===== src/rtl/multi_stepper_ctrl.sv =====
// multi_stepper_ctrl: multi-channel unipolar stepper sequencer with
// per-channel rate divider, 8-entry phase table and position counter.
module multi_stepper_ctrl #(
   parameter int NUM_CH = 2,
   parameter int STEP_W = 16,
   parameter int DIV_W  = 20,
   parameter int CH_W   = (NUM_CH > 1) ? $clog2(NUM_CH) : 1
) (
   input  logic                     clock,
   input  logic                     reset,
   input  logic                     cmd_valid,
   output logic                     cmd_ready,
   input  logic [CH_W-1:0]          cmd_ch,
   input  logic [STEP_W-1:0]        cmd_steps,
   input  logic [DIV_W-1:0]         cmd_period,
   input  logic                     cmd_half,
   input  logic [NUM_CH-1:0]        stop,
   output logic [4*NUM_CH-1:0]      coils,
   output logic [NUM_CH-1:0]        busy,
   output logic [NUM_CH-1:0]        done,
   output logic [NUM_CH*STEP_W-1:0] position
);

   typedef enum logic {IDLE, RUN} state_t;

   function automatic logic [3:0] phase(input logic [2:0] i);
      logic [3:0] p;
      case (i)
         3'd0:    p = 4'b1000;
         3'd1:    p = 4'b1100;
         3'd2:    p = 4'b0100;
         3'd3:    p = 4'b0110;
         3'd4:    p = 4'b0010;
         3'd5:    p = 4'b0011;
         3'd6:    p = 4'b0001;
         default: p = 4'b1001;
      endcase
      return p;
   endfunction

   logic [NUM_CH-1:0] sel;
   logic [NUM_CH-1:0] ok;
   logic [NUM_CH-1:0] acc;
   logic              cmd_neg;
   logic [STEP_W-1:0] cmd_mag;
   logic [DIV_W-1:0]  cmd_reload;

   // magnitude of the most-negative count wraps to 2^(STEP_W-1) naturally
   assign cmd_neg    = cmd_steps[STEP_W-1];
   assign cmd_mag    = cmd_neg ? (~cmd_steps + STEP_W'(1)) : cmd_steps;
   assign cmd_reload = (cmd_period == '0) ? '0
                     : cmd_period - DIV_W'(1);
   assign acc        = ok & {NUM_CH{cmd_valid}};
   assign cmd_ready  = |ok;

   for (genvar c = 0; c < NUM_CH; c++) begin : g_ch
      localparam logic [CH_W-1:0] ID = CH_W'(c);

      state_t            st;
      logic [2:0]        idx;
      logic [2:0]        inc;
      logic              en;
      logic              neg;
      logic              half;
      logic              dn;
      logic [STEP_W-1:0] pos;
      logic [STEP_W-1:0] rem;
      logic [DIV_W-1:0]  div;
      logic [DIV_W-1:0]  reload;

      assign sel[c] = (cmd_ch == ID);
      assign ok[c]  = sel[c] && (st == IDLE) && !stop[c];
      assign inc    = half ? 3'd1 : 3'd2;

      always_ff @(posedge clock or negedge reset) begin
         if (!reset) begin
            st     <= IDLE;
            idx    <= '0;
            en     <= 1'b0;
            neg    <= 1'b0;
            half   <= 1'b0;
            dn     <= 1'b0;
            pos    <= '0;
            rem    <= '0;
            div    <= '0;
            reload <= '0;
         end else begin
            dn <= 1'b0;
            case (st)
               IDLE: begin
                  if (acc[c]) begin
                     en <= 1'b1;
                     if (cmd_mag == '0) begin
                        dn <= 1'b1;
                     end else begin
                        st     <= RUN;
                        neg    <= cmd_neg;
                        half   <= cmd_half;
                        rem    <= cmd_mag;
                        div    <= cmd_reload;
                        reload <= cmd_reload;
                     end
                  end
               end
               RUN: begin
                  // abort beats a coincident step edge
                  if (stop[c]) begin
                     st <= IDLE;
                  end else if (div != '0) begin
                     div <= div - DIV_W'(1);
                  end else begin
                     idx <= neg ? idx - inc : idx + inc;
                     pos <= neg ? pos - STEP_W'(1)
                                : pos + STEP_W'(1);
                     rem <= rem - STEP_W'(1);
                     div <= reload;
                     if (rem == STEP_W'(1)) begin
                        st <= IDLE;
                        dn <= 1'b1;
                     end
                  end
               end
            endcase
         end
      end

      assign coils[4*c +: 4]             = en ? phase(idx) : 4'b0000;
      assign busy[c]                     = (st == RUN);
      assign done[c]                     = dn;
      assign position[c*STEP_W +: STEP_W] = pos;
   end

endmodule


===== config.mk =====
export PLATFORM = sky130hd
export DESIGN_NAME = multi_stepper_ctrl
export DESIGN_NICKNAME = d
export VERILOG_FILES = /design/src/rtl/multi_stepper_ctrl.sv
export SDC_FILE = /design/constraint.sdc
export NUM_CORES = 1
export LEC_CHECK = 0
export BUFFER_PORTS_ARGS = -buffer_cell sky130_fd_sc_hd__buf_2
export CORE_MARGIN = 4
export CORE_UTILIZATION = 55
export CTS_BUF_LIST = sky130_fd_sc_hd__clkbuf_4 sky130_fd_sc_hd__clkbuf_8
export DETAILED_ROUTE_END_ITERATION = 16
export HOLD_SLACK_MARGIN = 0.12
export PLACE_DENSITY_LB_ADDON = 0.12
export SYNTH_ARGS = -nofsm -noshare
export SYNTH_HDL_FRONTEND = slang
export SYNTH_SLANG_ARGS = --single-unit

===== constraint.sdc =====
create_clock -name clock -period 2.9 [get_ports clock]
set_input_delay 0.58 -clock clock [delete_from_list [all_inputs] [get_ports clock]]
set_output_delay 0.58 -clock clock [all_outputs]
set_load 0.01 [all_outputs]

# Word-level counts from Yosys, hierarchy flattened
# Cells that the tools add are included.
word_totals:
  output_inout_bits: 45
  register_bits: 160
op_classes:
  mux: 52
  n_bitwise: 10
  eq_ne: 22
  reduce_logical: 23
  n_addsub: 14
op_table:
  columns: ["cell", "count"]
  rows:
  - ["$mux 16", 10]
  - ["$mux 20", 8]
  - ["$pmux 20 s2", 2]
  - ["$pmux 16 s2", 2]
  - ["$sub 16x1->16 const B", 4]
  - ["$sub 20x1->20 const B", 3]
  - ["$pmux 4 s7", 2]
  - ["$add 16x1->16 const B", 3]
  - ["$reduce_bool 20->1", 2]
  - ["$eq 16x1->1 const B", 2]
  - ["$logic_not 20->1", 1]
  - ["$eq 3x3->1 const B", 6]
  - ["$mux 1", 18]
  - ["$reduce_and 3->1", 6]
  - ["$logic_not 16->1", 1]
  - ["$ne 2x2->1 const B", 8]
  - ["$not 16->16", 1]
  - ["$eq 3x2->1 const B", 4]
  - ["$mux 4", 2]
  - ["$not 1->1", 8]
  - ["$pmux 1 s2", 4]
  - ["$reduce_and 4->1", 2]
  - ["$add 3x2->3", 2]
  - ["$eq 3x1->1 const B", 2]
  - ["other kinds (9)", 18]

# Logic depth before layout (Yosys ltp)
depth:
  depth_word: 7
  ltp_mapped: 14
  ltp_nobuf: 11

# Worst setup path after synthesis
# No wires, ideal clock.
synth_timing:
  kind: "input-to-reg"
  startpoint: "input cmd_steps[8]"
  endpoint: "register g_ch[1].div[5]"
  t_arrival_ns: 3.143
  stages: 12
  n_path_buf: 3
  required_ns: 2.774
  setup_ns: 0.126
  slack_ns: -0.369
  cell_sequence: "or4_4 -> or3_4 -> o311ai_0 -> o211ai_1 -> nor4_4 -> a21o_1 -> buf_4 -> nand2_2 -> buf_6 -> buf_4 -> nor2_1 -> a21oi_1"
synth_via:
  elab_chain_len: 6
synth_lines:
  columns: ["element", "line_no", "rtl"]
  rows:
  - ["start: declaration", "14", "input logic [STEP_W-1:0] cmd_steps,"]
  - ["$not 16->16", "50", "assign cmd_mag = cmd_neg ? (~cmd_steps + STEP_W'(1)) : cmd_steps;"]
  - ["$add 16x1->16", "50", null]
  - ["$mux 16 *", "50", null]
  - ["$logic_not 16->1 *", "93", "if (cmd_mag == '0) begin"]
  - ["$ne 2x2->1 (no source line) *", null, null]
  - ["$reduce_and 3->1 (no source line) *", null, null]
  - ["end signal: assignment", "100", "div <= cmd_reload;"]
  - ["end signal: assignment", "110", "div <= div - DIV_W'(1);"]
  - ["end signal: assignment", "116", "div <= reload;"]
  - ["end: declaration", "68", "logic [DIV_W-1:0] div;"]
# Mark *: on every way between the ends. The rest lies on a longest branch, timed or not.
# A chain may end at the register's enable or synchronous reset.

# Worst setup path in the final report
layout_timing:
  startpoint: "input cmd_steps[7]"
  endpoint: "register g_ch[1].div[0]"
# The elaborated chain is that of the path after synthesis.

==> metrics.txt <==
Iter 0 DRT Violations=558; final hold violation count=0; PwrDens=approximately 550 nW/µm²; Top cell by count, worst path=buf_4; Starting Density=0.561; final cycle utilization of the critical path=0.982; die area=~21,000 µm²; fmax=between 0.3 and 0.4 GHz; vias in the first global route=~9,300; CP Launch Type=primary input; Avg Synthesized Cell Area=8.12 µm²; multi-input logic area=6290 µm²; Sequential Area=4010 µm²; Placed Instances=approximately 1,700; ranking of synthesized cells by area=dfrtp_1 38%, o21ai_0 7.4%, nand2_1 6.7%, nor2_1 5.3%, ha_1 4.9%; library cells used by synthesis=about 70; Die Height=approximately 150 µm; largest net degree at the start of global routing=65; Worst EP required=between 3000 and 4000 ps; gr usage total=0.258; # diodes=0; post-synthesis cell count=roughly 1,300; register area share after synthesis=0.382; DRC=0; final non-filler cell total=approximately 1,700; layout cells sized above 1=0.198; fin nets=about 1,500; WL per Instance=between 15 and 20 µm; Synth Net Count=1,380; Crit-path slowest cell=or4_4; std cell rows=50; max-slew violations=0; leading area contributor after synthesis=dfrtp_1; Routed WL=~28,000 µm; Placer Congestion=between 0.9 and 1; Core Region=approximately 19,000 µm²; number of flops mapped to enable cells by yosys=0; Worst VDD drop=305 µV; worst slew pin tran=slightly below 800 ps; Synth Flop Type=dfrtp_1; initial antenna violation count=0; Worst Clk Skew=between 10 and 15 ps; post-DP HPWL=20,000 µm; I/O Pins=a little under 90; antenna violation net count after detailed routing=0; count of buffer and inverter cells on the critical path=4; flops & latches, synth=160; crit-path leading delay family=simple AND/OR/NAND/NOR gates; DR pass1 iterations=6; static leakage=0.00567 µW; CTS tree=done; worst hold path type=in2reg; post-synth design cell area=~10,000 µm²; critical path peak fanout=5; slew margin rel.=0.475; wire length of the first global-routing pass=45,700 µm; die width=roughly 150 µm; status=finished clean; Area Growth Syn to Fin=19.9%; Data arrival, critical path=3210 ps; via count=between 9,000 and 10,000; number of fill cells=approximately 1,600; critical-path cell list=buf_2, or4_4, buf_6, o41ai_2, xor2_1, nand4_1, nor4_4, buf_4, a21o_1, buf_4, nand2_1, and3b_1, a221oi_2; Crit. End Element=flip-flop; top cell type's share of synthesized area=0.382; H-tree depth=4; Final Setup Violations=0; Worst-Skew Late Latency=between 400 and 500 ps; Vias per Instance=between 5 and 6; TritonCTS Sinks=between 150 and 200; cts bufs inserted=17; CTS Root Cell=clkbuf_8; critical path class=in2reg; synth warn=0; unrepaired setup endpoints after global routing=yes; input/output buffers=87; post-route minimum period=around 2800 ps; clock slew at reported path FFs=90 ps; max cap viols=0; Reg2Reg Setup Slack=around 90 ps; Clock Path Buffers=2; Critical Path Max Stage Delay=~550 ps; hold_ws=roughly 360 ps; asr flop ratio synth=1.00; GRT Residual Overflow=0
==> per-layer routing <==
layer	GRT usage	share of wire	wire, µm	vias up
met5	0	0	0	-
met4	0.0818	0.023	628	0
met3	0.0391	0.044	1210	45
met2	0.424	0.48	13100	252
met1	0.354	0.46	12600	4591
li1	-	-	-	4911
==> power breakdown <==
part | switching (µW) | internal (µW) | leakage [µW]
registers | 485 | 2670 | 0.00197
clock network | 898 | 874 | 0.000204
logic | 1070 | 920 | 0.00349
total | 2450 | 4470 | 0.00567
==> cells in the final DEF (no fill, tap or decap), types with 9 or more instances in the layout <==
cell type	Yosys	final
and2_1	12	12
dfrtp_1	160	157
a21oi_1	100	98
nor2_1	148	148
or3_1	15	10
nand2_1	187	186
o21ai_1	0	31
a221oi_1	14	13
ha_1	41	41
clkbuf_8	0	17
nand3_1	44	40
nand2b_1	16	16
xnor2_1	46	46
nor2b_1	11	11
o21ai_0	156	125
nor3_1	30	30
o31ai_1	9	9
buf_4	6	104
inv_1	33	33
o211ai_1	15	15
xor2_1	42	42
buf_2	12	86
nor4_1	18	16
==> final timing paths <==
path | from | cells past startpoint | endpoint
min | cmd_half | 3 | g_ch[0].half
max reg2reg | g_ch[0].neg | 9 | g_ch[0].pos[14]
min reg2reg | g_ch[1].pos[15] | 1 | g_ch[1].pos[15]
max | cmd_steps[7] | 13 | g_ch[1].div[0]
min in group asynchronous | reset | 2 | g_ch[0].pos[6]
max in group asynchronous | reset | 3 | g_ch[1].reload[6]
==> synthesized netlist by cell type, drive strengths merged, types with 7 or more instances <==
cell type,instances
or3,16
nor2b,11
xor2,42
o211ai,15
or4,8
nand2b,16
inv,33
nor2,149
o22ai,7
a221oi,15
a21oi,101
and2,12
nand2,189
a21o,9
clkbuf,41
nor4,19
ha,41
nor3,30
mux2,7
a211oi,8
dfrtp,160
buf,22
o31ai,9
a31oi,7
o21ai,156
nand3,44
xnor2,46
==> registers in the layout (all words and copies together), names as in the netlist <==
name,cells
g_ch.half,2
g_ch.neg,2
g_ch.div,40
g_ch.en,2
g_ch.idx,6
g_ch.rem,32
g_ch.dn,2
g_ch.st,2
g_ch.reload,40
g_ch.pos,32
==> tightest hold or removal path: cells and delay by family <==
kind / cells / cell delay (ps)
buffers and inverters: 1 / 110
AND/OR/NAND/NOR: 2 / 100
==> metrics by stage <==
step	setup TNS (ps)	power, µW	setup WS (ps)	utilization	instance area [µm²]
after floorplan	-14050	4490	-270	-	10600
after CTS	0	6880	3.43	0.661	12400
after detailed placement	-41800	5110	-537	0.637	11900
final	0	6920	52.7	0.673	12600
after global placement	-34840	5030	-485	0.637	11900
after global routing	-159	7410	-48.2	0.673	12600
==> layout make-up <==
class,count,share of cell area
Multi-Input combinational cell,1037,0.500
Sequential cell,160,0.318
Timing Repair Buffer,205,0.116
Tap cell,234,0.0233
Clock buffer,19,0.0198
Clock inverter,12,0.0126
Inverter,33,0.00984
==> cells by family after synthesis <==
group	Yosys count	synth area share
xor+xnor	88	0.0735
fa+ha+maj	45	0.0565
mux	9	0.00942
simple gates	530	0.235
flops	160	0.382
compound gates	364	0.204
buf+inv	96	0.0401
==> what timing repair did <==
item / in CTS / in global routing
hold buffers: 1 / 0
pin swaps: 0 / 22
hold endpoints to repair: 38 / 0
gates cloned: 1 / 2
resized for setup: 4 / 28
endpoints found under the setup margin: 2 / 112
setup buffers: 0 / 5
No activity file was read; power rests on OpenSTA's default activity.
